`config.mk`:
```
export PLATFORM = sky130hd
export DESIGN_NAME = db_switch_ctrl
export DESIGN_NICKNAME = d
export VERILOG_FILES = /design/src/rtl/db_switch_ctrl.sv
export SDC_FILE = /design/constraint.sdc
export NUM_CORES = 1
export LEC_CHECK = 0
export CAP_MARGIN = 20
export CORE_MARGIN = 3
export CORE_UTILIZATION = 50
export CTS_CLUSTER_DIAMETER = 40
export DETAILED_ROUTE_END_ITERATION = 16
export HOLD_SLACK_MARGIN = 0.02
export PLACE_DENSITY = 0.82
export SLEW_MARGIN = 10
export SYNTH_ARGS = -nofsm -noshare
export SYNTH_HDL_FRONTEND = slang
export SYNTH_SLANG_ARGS = --single-unit
```
`constraint.sdc`:
```
create_clock -name clk -period 6.9 [get_ports clk]
set_input_delay 1.725 -clock clk [delete_from_list [all_inputs] [get_ports clk]]
set_output_delay 1.725 -clock clk [all_outputs]
set_load 0.02 [all_outputs]
```
`src/rtl/db_switch_ctrl.sv`:
```
// Double-buffer sequencer: gates host writes and consumer reads into the core
// and pulses switch_db once the fill bank is full and the drain bank is served.
module db_switch_ctrl #(
   parameter int CNT_W = 16
) (
   input  logic             clk,
   input  logic             reset,
   input  logic             clk_en,
   input  logic             flush,
   input  logic [CNT_W-1:0] depth,
   input  logic [CNT_W-1:0] iter_cnt,
   input  logic             wen_req,
   output logic             wen_ready,
   output logic             wen_out,
   input  logic             ren_req,
   output logic             ren_ready,
   output logic             ren_out,
   output logic             switch_db,
   output logic             bank_sel,
   output logic [CNT_W-1:0] wr_cnt,
   output logic [CNT_W-1:0] rd_cnt,
   output logic [1:0]       state
);

   localparam logic [1:0] S_FILL   = 2'd0;
   localparam logic [1:0] S_STREAM = 2'd1;
   localparam logic [1:0] S_SWITCH = 2'd2;

   logic [CNT_W-1:0] cfg_depth;
   logic [CNT_W-1:0] cfg_iter;
   logic [CNT_W:0]   wr_ext;
   logic [CNT_W:0]   rd_ext;
   logic [CNT_W:0]   dep_ext;
   logic [CNT_W:0]   itr_ext;
   logic [CNT_W:0]   wr_nxt;
   logic [CNT_W:0]   rd_nxt;
   logic             acc_w;
   logic             acc_r;
   logic             done_w;
   logic             done_r;
   logic [1:0]       state_nxt;

   // One extra bit keeps cnt+1 from wrapping at the largest config value
   assign wr_ext  = {1'b0, wr_cnt};
   assign rd_ext  = {1'b0, rd_cnt};
   assign dep_ext = {1'b0, cfg_depth};
   assign itr_ext = {1'b0, cfg_iter};

   always_comb begin
      wen_ready = 1'b0;
      ren_ready = 1'b0;
      case (state)
         S_FILL: begin
            wen_ready = (wr_ext < dep_ext);
         end
         S_STREAM: begin
            wen_ready = (wr_ext < dep_ext);
            ren_ready = (rd_ext < itr_ext);
         end
         default: begin
            wen_ready = 1'b0;
            ren_ready = 1'b0;
         end
      endcase
   end

   assign acc_w   = wen_req & wen_ready & clk_en;
   assign acc_r   = ren_req & ren_ready & clk_en;
   assign wen_out = acc_w;
   assign ren_out = acc_r;

   assign wr_nxt = wr_ext + {{CNT_W{1'b0}}, acc_w};
   assign rd_nxt = rd_ext + {{CNT_W{1'b0}}, acc_r};
   assign done_w = (wr_nxt == dep_ext);
   assign done_r = (rd_nxt == itr_ext);

   always_comb begin
      state_nxt = state;
      case (state)
         S_FILL: begin
            if (done_w && (cfg_depth != '0))
               state_nxt = S_SWITCH;
         end
         S_STREAM: begin
            if (done_w && done_r)
               state_nxt = S_SWITCH;
         end
         S_SWITCH: begin
            state_nxt = S_STREAM;
         end
         default: begin
            state_nxt = S_FILL;
         end
      endcase
   end

   always_ff @(posedge clk) begin
      if (reset || (clk_en && flush)) begin
         state     <= S_FILL;
         switch_db <= 1'b0;
         bank_sel  <= 1'b0;
         wr_cnt    <= '0;
         rd_cnt    <= '0;
         cfg_depth <= '0;
         cfg_iter  <= '0;
      end else if (clk_en) begin
         state     <= state_nxt;
         switch_db <= (state_nxt == S_SWITCH);
         // Config is only taken while the fill bank is still empty
         if ((state == S_FILL) && (wr_cnt == '0)) begin
            cfg_depth <= depth;
            cfg_iter  <= iter_cnt;
         end
         if (state == S_SWITCH) begin
            bank_sel <= ~bank_sel;
            wr_cnt   <= '0;
            rd_cnt   <= '0;
         end else begin
            wr_cnt <= wr_cnt + CNT_W'(acc_w);
            rd_cnt <= rd_cnt + CNT_W'(acc_r);
         end
      end
   end

endmodule

```
## Yosys cells after proc, flatten, opt, wreduce, memory -nomap -nowiden

Cells that the tools add are included.

| storage, ports and cells | value |
|---|---|
| register bits after elaboration | 68 |
| bits of input ports | 38 |
| output and inout bits | 40 |
| logic and storage cells | 41 |

| cells by class | value |
|---|---|
| add/sub/neg operators | 4 |
| $lt $le $gt $ge | 2 |
| eq/ne operators | 5 |
| muxes and demuxes | 7 |
| bitwise logic cells | 5 |
| reduce and logical (&&, ||, !) cells | 11 |

Operators with widths:

| cell | count |
|---|---|
| adder 16 x 1 -> 17 bit | 2 |
| equality test 17 x 16 -> 1 bit | 2 |
| adder 16 x 1 -> 16 bit | 2 |
| < comparator 16 bit | 2 |
| 2-to-1 mux 16 bit | 2 |
| zero test 16 bit | 1 |
| nonzero test 16 bit | 1 |
| case mux 2 bit (3 select lines) | 1 |
| bitwise AND 1 bit | 4 |
| equality test 2 bit, second input constant | 2 |
| logical AND 1 bit | 4 |
| 2-to-1 mux 2 bit | 2 |
| AND reduction 2 bit | 2 |
| equality test 2 x 1 -> 1 bit, second input constant | 1 |
| zero test 2 bit | 1 |
| 2-to-1 mux 1 bit | 2 |
| OR reduction 2 bit | 1 |
| logical OR 1 bit | 1 |
| inverter 1 bit | 1 |

## Logic depth before layout (Yosys ltp)

Gate-level depths: netlist (run 1).

| depth | value |
|---|---|
| depth in word-level cells | 11 |
| mapped depth | 18 |
| gate-level depth less buffers | 18 |

## Worst setup path after synthesis (run 1)

Ideal clock, no wire load.

| timing path | value |
|---|---|
| path kind | in2reg |
| from | in clk_en |
| to | reg state[1] |
| library setup time | 69 ps |
| data arrival time | 5,517 ps |
| required time | 6,831 ps |
| slack | 1,314 ps |
| stages on the path | 13 |
| path buffers | 2 |
| cells stage by stage | clkbuf_1 buf_1 nand2_1 nor3_1 ha_1 ha_1 nand4_4 nor3_2 xnor2_1 or4_1 or4_1 or4_4 o21ai_1 |

| between the ends | value |
|---|---|
| word-level cells in the longest chain between the ends | 6 |
| elaborated cells between the ends (all ways) | 13 |
| those cells by class | add/sub: 2; eq/ne: 2; mux: 3; bitwise: 2; reduce/logical: 4 |

Ends and longest elaborated chain:

| element | line | RTL |
|---|---|---|
| from (decl) | 8 | `input logic clk_en,` |
| bitwise AND 1 bit (*) | 67 | `assign acc_w = wen_req & wen_ready & clk_en;` |
| net wen_out | 14 | `output logic wen_out,` |
| adder 16 x 1 -> 17 bit (*) | 72 | `assign wr_nxt = wr_ext + {{CNT_W{1'b0}}, acc_w};` |
| equality test 17 x 16 -> 1 bit (*) | 74 | `assign done_w = (wr_nxt == dep_ext);` |
| logical AND 1 bit (on tied branches) | 85, 81 |  |
| 2-to-1 mux 2 bit (on tied branches) | 85, 81 |  |
| case mux 2 bit (3 select lines) (*) | 79 | `case (state)` |
| to (signal assigned) | 107 | `state <= state_nxt;` |
| to (decl) | 22 | `output logic [1:0] state` |

The timed path passes the listed nets; every way through them passes the cells marked *.
A chain may end at the register's enable or synchronous reset.

## Final worst setup path (run 1)

| timing path | value |
|---|---|
| from | in clk_en |
| to | out ren_out |

| between the ends | value |
|---|---|
| word-level cells in the longest chain between the ends | 1 |

Ends and longest elaborated chain:

| element | line | RTL |
|---|---|---|
| bitwise AND 1 bit | 68 | `assign acc_r = ren_req & ren_ready & clk_en;` |
| to (decl) | 17 | `output logic ren_out,` |

No other way between the ends.

==> flow_summary.yaml, run 1 <==
run_status:
  status: "finished, final reports clean"
route:
  first_pass_iters: 5
  via_count: 4674
  drtIter0Drc: 273
  drtAntennaViolNets: 0
  wl_per_cell_um: 17.6
  routed_wl_um: 13600
  drc: 0
  viasPerCell: 6.02
power_and_ir_drop:
  vdd_drop_max_mv: 0.0960
  power_density_nw_per_um2: 155
  p_leak_nw: 2.21
  power_frac_comb: 0.196
  pwr-share-seq: 0.481
  clock_power_share: 0.323
  switching_power_w: 0.000260
  swShare: 0.297
  p_int_w: 0.000616
synth:
  postSynth.asyncResetShare: 0
  synth_cell_types: 56
  synth-main-ff-cell: "dfxtp_1"
  synth_area_per_cell_um2: 7.71
  ys_seq_area_frac: 0.290
  synth_nets: 682
  synth-warning-count: 0
  netlist_area_um2: 4700
  synthCells: 610
  ys_ff_latch: 68
  synth_edf_count: 0
critical_path:
  crit_fanout: 34
  crit_type: "primary input to output port"
  worstPathArrival_ps: 3540
  setup.worst_path.start_class: "primary input"
  critPathMostFrequentCell: "clkdlybuf4s50_1"
  critPathMaxStageDelay_ps: 610
  end_kind: "output port"
  path_cells: "clkdlybuf4s50_1, buf_4, and3_1, clkdlybuf4s50_1"
  required_ps: 5180
  critical_path.slowest_cell: "clkdlybuf4s50_1"
global_routing:
  antenna_found_initial: 0
  grt_pass1_vias: 4452
  overflow: 0
  grt_max_degree: 41
  grt_pass1_wl_um: 22000
  grt_usage: 0.263
place:
  gp_congestion: 0.959
  pre_cts_ws_ps: 1320
  hpwl_um: 10100
  numPortBuffers: 77
timing:
  worst_pin_slew_ps: 1040
  setup-violations-final: 0
  hold_viol: 0
  fin_skew_ps: 11.5
  period_needed_ps: 5270
  setup-tns-final_ps: 0
  fmax_ghz: 0.190
  fin_crit_sh: 0.764
  slew_headroom: 0.307
  rsz0062_at_grt: "false"
  setup_slack_ps: 1630
  maxSlewViolCount: 0
clock_network:
  clock_latency_ps: 350
  cts_max_path_buffers: 2
  cts_hold_buf: 0
  cts_tree: "built"
  ctsRootBufferMaster: "clkbuf_8"
  clock-sinks: 68
  postCtsSetupRepairBufs: 0
  cts_buffers: 9
  cts-htree-levels: 3
  cts_resized: 0
  cts.clk_slew.worst_paths_ps: 70
flow_run:
  drv_cap: 0
layout:
  mostFrequentLayoutCell: "nor2_1"
  antenna_cells: 0
  final_cell_mix: "nor2_1, clkdlybuf4s50_1, dfxtp_1, nand2_1, inv_1"
  drive_above_1_share: 0.0493
  nFillCells: 810
  finalNetCount: 737
  area_growth_pct: 20.2
floorplanning:
  start_util: 0.526
  rows: 34
  die_w_um: 103
  die_area_um2: 10600
  pin_count: 78
  coreArea_um2: 8930
  die_y_um: 103
worst_hold_path:
  hold_class: "register to register"
-- layer usage --
metal	global-route usage	wire length (um)
met5	0	0
met2	0.414	6230
met4	0.0608	124
met1	0.376	6480
met3	0.0433	808
-- power groups by stage --
stage	clock network, W	logic (W)	registers, W
3_5_place_dp	0	0.000171	0.000430
5_1_grt	0.000301	0.000189	0.000423
3_3_place_gp	0	0.000167	0.000430
2_1_floorplan	0	0.000112	0.000425
4_1_cts	0.000284	0.000172	0.000421
6_report	0.000283	0.000172	0.000421
-- final timing paths --
check / startpoint / endpoint / slack [ps] / depth (start not counted)
worst max-delay path: clk_en / ren_out / 1630 / 4
worst min-delay path: switch_db / switch_db / 500 / 2
worst max register to register: wr_cnt[9] / switch_db / 1970 / 17
worst min register to register: switch_db / switch_db / 500 / 2
-- cell families (layout without fill, tap and decap cells) --
| kind of cell | Yosys count | count (layout) | synth area share |
|---|---|---|---|
| simple gates | 233 | 233 | 0.242 |
| flops | 68 | 68 | 0.290 |
| buf+inv | 77 | 136 | 0.0639 |
| xor+xnor | 35 | 35 | 0.0652 |
| compound gates | 129 | 129 | 0.176 |
| fa+ha+maj | 34 | 34 | 0.0905 |
| mux | 34 | 34 | 0.0729 |
-- stage by stage --
stage	util	power (W)	hold slack, ps	instances	area, um2
2_1_floorplan	-	0.000538	499	610	4700
3_3_place_gp	0.615	0.000596	470	762	5490
3_5_place_dp	0.615	0.000601	484	762	5490
4_1_cts	0.633	0.000877	495	777	5650
5_1_grt	0.633	0.000913	505	777	5650
6_report	0.633	0.000876	502	777	5650
-- cells in the mapped netlist (2+ instances only) --
master / instances / area (um2)
o31ai_1: 2 / 15.0
o31a_1: 2 / 17.5
dfxtp_1: 68 / 1360
a311oi_1: 5 / 43.8
xor2_1: 10 / 87.6
o21a_1: 3 / 22.5
or4_1: 2 / 15.0
and2_1: 3 / 18.8
mux2_2: 2 / 22.5
a2111oi_0: 2 / 17.5
nand4_1: 14 / 87.6
o21ai_0: 30 / 150
buf_1: 4 / 15.0
o311a_1: 2 / 20.0
clkbuf_1: 28 / 105
nor3_1: 22 / 110
nand2_1: 44 / 165
and3_1: 7 / 43.8
o32ai_1: 2 / 17.5
and4_1: 3 / 26.3
o211ai_1: 3 / 22.5
o41ai_1: 3 / 26.3
nor2_1: 83 / 312
nor2b_1: 8 / 50.1
a21oi_1: 35 / 175
nor4_1: 18 / 113
a31oi_1: 5 / 31.3
o22ai_1: 2 / 12.5
mux2i_1: 32 / 320
a22oi_1: 8 / 60.1
xnor2_1: 25 / 219
o21ai_1: 3 / 15.0
nand3_1: 15 / 75.1
a21o_1: 9 / 67.6
nand2b_1: 3 / 18.8
ha_1: 34 / 425
buf_2: 3 / 15.0
inv_1: 40 / 150
a211oi_1: 2 / 15.0
buf_4: 2 / 15.0
o2111ai_1: 4 / 35.0
a211o_1: 2 / 17.5
or2_2: 3 / 18.8
-- sequential cells by signal, indices dropped and copies added, names as in the netlist --
signal and count:
bank_sel 1, cfg_depth 16, cfg_iter 16, rd_cnt 16
state 2, switch_db 1, wr_cnt 16
-- critical path, delay by kind of cell --
| family | cells | cell delay [ps] |
|---|---|---|
| buf+inv | 3 | 1540 |
| simple gates | 1 | 260 |
-- cell type report --
type	instances	area, um2	area share
Clock buffer	11	131	0.0232
Clock inverter	4	27.5	0.00487
Inverter	40	150	0.0266
Multi-Input combinational cell	465	3050	0.539
Sequential cell	68	1360	0.241
Tap cell	108	135	0.0239
Timing Repair Buffer	81	801	0.142
Note: power is estimated with default switching activity, not from simulation.
==> inputs of run 2 (changes only) <==
==> constraint.sdc (replaced) <==
create_clock -name clk -period 5.3 [get_ports clk]
set_input_delay 1.325 -clock clk [delete_from_list [all_inputs] [get_ports clk]]
set_output_delay 1.325 -clock clk [all_outputs]
set_load 0.02 [all_outputs]
==> flow_summary.yaml, run 2 (synthesis gave the netlist of run 1 again) <==
timing:
  period_needed_ps: 4850
  setup-violations-final: 0
  slew_headroom: 0.515
  whs_ps: 486
  fin_crit_sh: 0.915
  maxSlewViolCount: 0
  fin_skew_ps: 8.51
  rsz0062_at_grt: "false"
  worst_pin_slew_ps: 728
  hold_viol: 0
  fmax_ghz: 0.206
  setup-tns-final_ps: 0
critical_path:
  end_kind: "register"
  crit_type: "register to register"
  worstPathArrival_ps: 5100
  required_ps: 5560
  crit_fanout: 9
  setup.worst_path.start_class: "register"
route:
  drtIter0Drc: 463
  routed_wl_um: 14000
  viasPerCell: 6.06
  first_pass_iters: 5
  drc: 0
  drtAntennaViolNets: 0
  wl_per_cell_um: 17.8
  via_count: 4795
layout:
  final_cell_mix: "nor2_1, clkdlybuf4s50_1, dfxtp_1, nand2_1, inv_1"
  nFillCells: 761
  antenna_cells: 0
  area_growth_pct: 22.9
  mostFrequentLayoutCell: "nor2_1"
  postLayoutCoreUtil: 0.647
  drive_above_1_share: 0.0703
  finalNetCount: 750
global_routing:
  grt_max_degree: 39
  antenna_found_initial: 0
  grt_pass1_vias: 4454
  grt_pass1_wl_um: 22400
  overflow: 0
  grt_usage: 0.265
clock_network:
  clock_latency_ps: 330
  cts_tree: "built"
  cts_hold_buf: 0
  cts_max_path_buffers: 2
  clock-sinks: 68
  ctsRootBufferMaster: "clkbuf_8"
  cts_resized: 0
  postCtsSetupRepairBufs: 0
  cts_buffers: 9
  cts.clk_slew.worst_paths_ps: 70
  cts-htree-levels: 3
floorplanning:
  coreArea_um2: 8930
  die_y_um: 103
  pin_count: 78
  die_area_um2: 10600
  die_w_um: 103
  start_util: 0.526
  rows: 34
place:
  gp_congestion: 1.03
  hpwl_um: 10500
  numPortBuffers: 77
worst_hold_path:
  hold_class: "register to register"
power_and_ir_drop:
  power_density_nw_per_um2: 206
  p_leak_nw: 2.29
  vdd_drop_max_mv: 0.134
  fin_total_pwr_w: 0.00119
flow_run:
  drv_cap: 0
run_status:
  status: "finished, final reports clean"
==> run 2: worst paths after layout <==
check / from / to / slack (ps) / cells past startpoint
worst max-delay path: wr_cnt[9] / switch_db / 450 / 17
worst min-delay path: switch_db / switch_db / 490 / 2
worst max register to register: wr_cnt[9] / switch_db / 450 / 17
worst min register to register: switch_db / switch_db / 490 / 2
==> run 2: routing by layer <==
metal / GRT usage / routed length, um / up-vias
met3: 0.0413 / 1080 / 16
li1: - / - / 2307
met4: 0.0528 / 136 / 0
met2: 0.432 / 6530 / 217
met5: 0 / 0 / -
met1: 0.372 / 6300 / 2255
==> run 2: metrics by stage <==
step	worst slack [ps]	instance area, um2	instances
after detailed placement	217	5590	775
after global placement	320	5590	775
final	453	5780	791
after floorplan	114	4700	610
after global routing	78.8	5780	791
after CTS	525	5780	791
==> run 2: layout make-up <==
class,instances,area [um2],share of cell area
Inverter,40,150,0.0260
Sequential cell,68,1360,0.235
Multi-Input combinational cell,465,3050,0.527
Clock buffer,13,169,0.0292
Timing Repair Buffer,94,898,0.155
Clock inverter,3,20.0,0.00346
Tap cell,108,135,0.0234
==> run 2: power breakdown <==
| group | internal [W] | switching (W) |
|---|---|---|
| Sequential | 0.000527 | 0.0000209 |
| Combinational | 0.000111 | 0.000121 |
| Clock | 0.000208 | 0.000203 |
==> run 2: critical path, stage by stage (launching register included) <==
cell,delay (ps)
dfxtp_1,540
ha_1,310
a21oi_1,140
nor2b_1,60
o21ai_0,160
nand2b_1,100
a21oi_1,150
o21ai_0,150
nor3_1,280
ha_1,270
ha_1,350
nand4_4,180
nor3_1,350
xnor2_1,110
or4_1,390
or4_1,570
or4_4,500
o21ai_1,150
==> inputs of run 3 (changes only) <==
--- a/config.mk
+++ b/config.mk
@@ -12,6 +12,7 @@
 export DETAILED_ROUTE_END_ITERATION = 16
 export HOLD_SLACK_MARGIN = 0.02
 export PLACE_DENSITY = 0.82
+export REMOVE_ABC_BUFFERS = 1
 export SLEW_MARGIN = 10
 export SYNTH_ARGS = -nofsm -noshare
 export SYNTH_HDL_FRONTEND = slang
==> flow_summary.yaml, run 3 (synthesis gave the netlist of run 1 again) <==
critical_path:
  crit_type: "primary input to register"
  crit_fanout: 7
  worstPathArrival_ps: 5220
  rr_startpoint: "wr_cnt[1]"
  critPathMaxStageDelay_ps: 600
  end_kind: "register"
  setup.worst_path.start_class: "primary input"
  required_ps: 5570
  path_cells: "clkdlybuf4s50_1, nand2_1, nor3_1, ha_1, ha_1, nand4_4, nor3_1, xnor2_1, or4_1, or4_1, or4_4, o21ai_1"
  critPathLaunch: "clk_en"
  critical_path.slowest_cell: "clkdlybuf4s50_1"
route:
  wl_per_cell_um: 17.7
  drtIter0Drc: 229
  first_pass_iters: 6
  viasPerCell: 6.02
  drc: 0
  routed_wl_um: 14000
  via_count: 4741
  drtAntennaViolNets: 0
layout:
  mostFrequentLayoutCell: "nor2_1"
  antenna_cells: 0
  drive_above_1_share: 0.0663
  fin_cells: 787
  nFillCells: 784
  finalNetCount: 746
  final_area_um2: 5800
  final_cell_mix: "nor2_1, clkdlybuf4s50_1, dfxtp_1, nand2_1, inv_1"
  area_growth_pct: 23.3
timing:
  fmax_ghz: 0.202
  fin_skew_ps: 12.9
  worst_pin_slew_ps: 713
  fin_crit_sh: 0.934
  rsz0062_at_grt: "false"
  setup-violations-final: 0
  slew_headroom: 0.524
  period_needed_ps: 4950
  hold_viol: 0
  maxSlewViolCount: 0
  setup-tns-final_ps: 0
worst_hold_path:
  hold_class: "register to register"
  hold_start: "switch_db"
power_and_ir_drop:
  swShare: 0.280
  pwr-share-seq: 0.425
  vdd_drop_max_mv: 0.148
  p_leak_nw: 2.29
  clock_power_share: 0.396
  switching_power_w: 0.000360
  p_int_w: 0.000927
  power_density_nw_per_um2: 222
  power_frac_comb: 0.179
floorplanning:
  die_area_um2: 10600
  pin_count: 78
  rows: 34
  start_util: 0.526
  coreArea_um2: 8930
  die_w_um: 103
  die_y_um: 103
place:
  gp_congestion: 0.929
  dp.cells: 771
  placed_area_um2: 5560
  hpwl_um: 10400
  numPortBuffers: 77
global_routing:
  grt_max_degree: 37
  antenna_found_initial: 0
  grt_pass1_wl_um: 22700
  grt_usage: 0.270
  grt_pass1_vias: 4585
  overflow: 0
flow_run:
  drv_cap: 0
clock_network:
  cts-htree-levels: 3
  clock-sinks: 68
  ctsRootBufferMaster: "clkbuf_8"
  cts_hold_buf: 0
  clock_latency_ps: 340
  cts_resized: 0
  postCtsSetupRepairBufs: 0
  cts_buffers: 9
  cts_tree: "built"
  cts.clk_slew.worst_paths_ps: 80
  cts_max_path_buffers: 2
run_status:
  status: "finished, final reports clean"
## run 3: changes by cell type in the layout (fill, tap and decap cells not counted), sizes merged
cell    delta
bufinv     +2
buf        -4
clkbuf     -2
## run 3: worst max-delay path, delay by kind of cell
kind                     cells  cell delay (ps)
AO/OA/AOI/OAI                1              140
buffers and inverters        1              600
adder cells (fa/ha/maj)      2              610
XOR/XNOR                     1              110
AND/OR/NAND/NOR              7             2430
## run 3: layout make-up
class                   count  area, um2  area share
multi-input cells         465       3050       0.526
flip-flops and latches     68       1360       0.235
repair buffers             90        868       0.150
clock buffers              11        151      0.0261
inverters                  40        150      0.0259
well taps                 108        135      0.0233
clock inverters             5       83.8      0.0145
## run 3: metrics by stage
stage                     hold slack, ps  utilization  setup slack (ps)  power, W
after floorplan                      499            -               451  0.000695
after global placement               464        0.623               230  0.000781
after detailed placement             465        0.623               141  0.000786
after CTS                            475        0.649               412   0.00129
after global routing                 526        0.649               106   0.00134
final                                473        0.649               351   0.00129
## run 3: routing by layer
| layer | part of all wire | GRT usage |
|---|---|---|
| met1 | 0.47 | 0.374 |
| met2 | 0.46 | 0.438 |
| met3 | 0.066 | 0.0460 |
| met4 | 0.012 | 0.0627 |
| met5 | 0 | 0 |
## run 3: power groups by stage
stage / Sequential, W / Clock (W) / Combinational [W]
after global placement: 0.000558 / 0 / 0.000223
after global routing: 0.000549 / 0.000537 / 0.000252
after floorplan: 0.000554 / 0 / 0.000141
final: 0.000547 / 0.000510 / 0.000231
after CTS: 0.000547 / 0.000515 / 0.000230
after detailed placement: 0.000559 / 0 / 0.000227
## run 3: final timing paths
| check | cells past startpoint | slack (ps) | end |
|---|---|---|---|
| worst min-delay path | 2 | 470 | switch_db |
| worst min register to register | 2 | 470 | switch_db |
| worst max-delay path | 12 | 350 | switch_db |
| worst max register to register | 16 | 400 | switch_db |
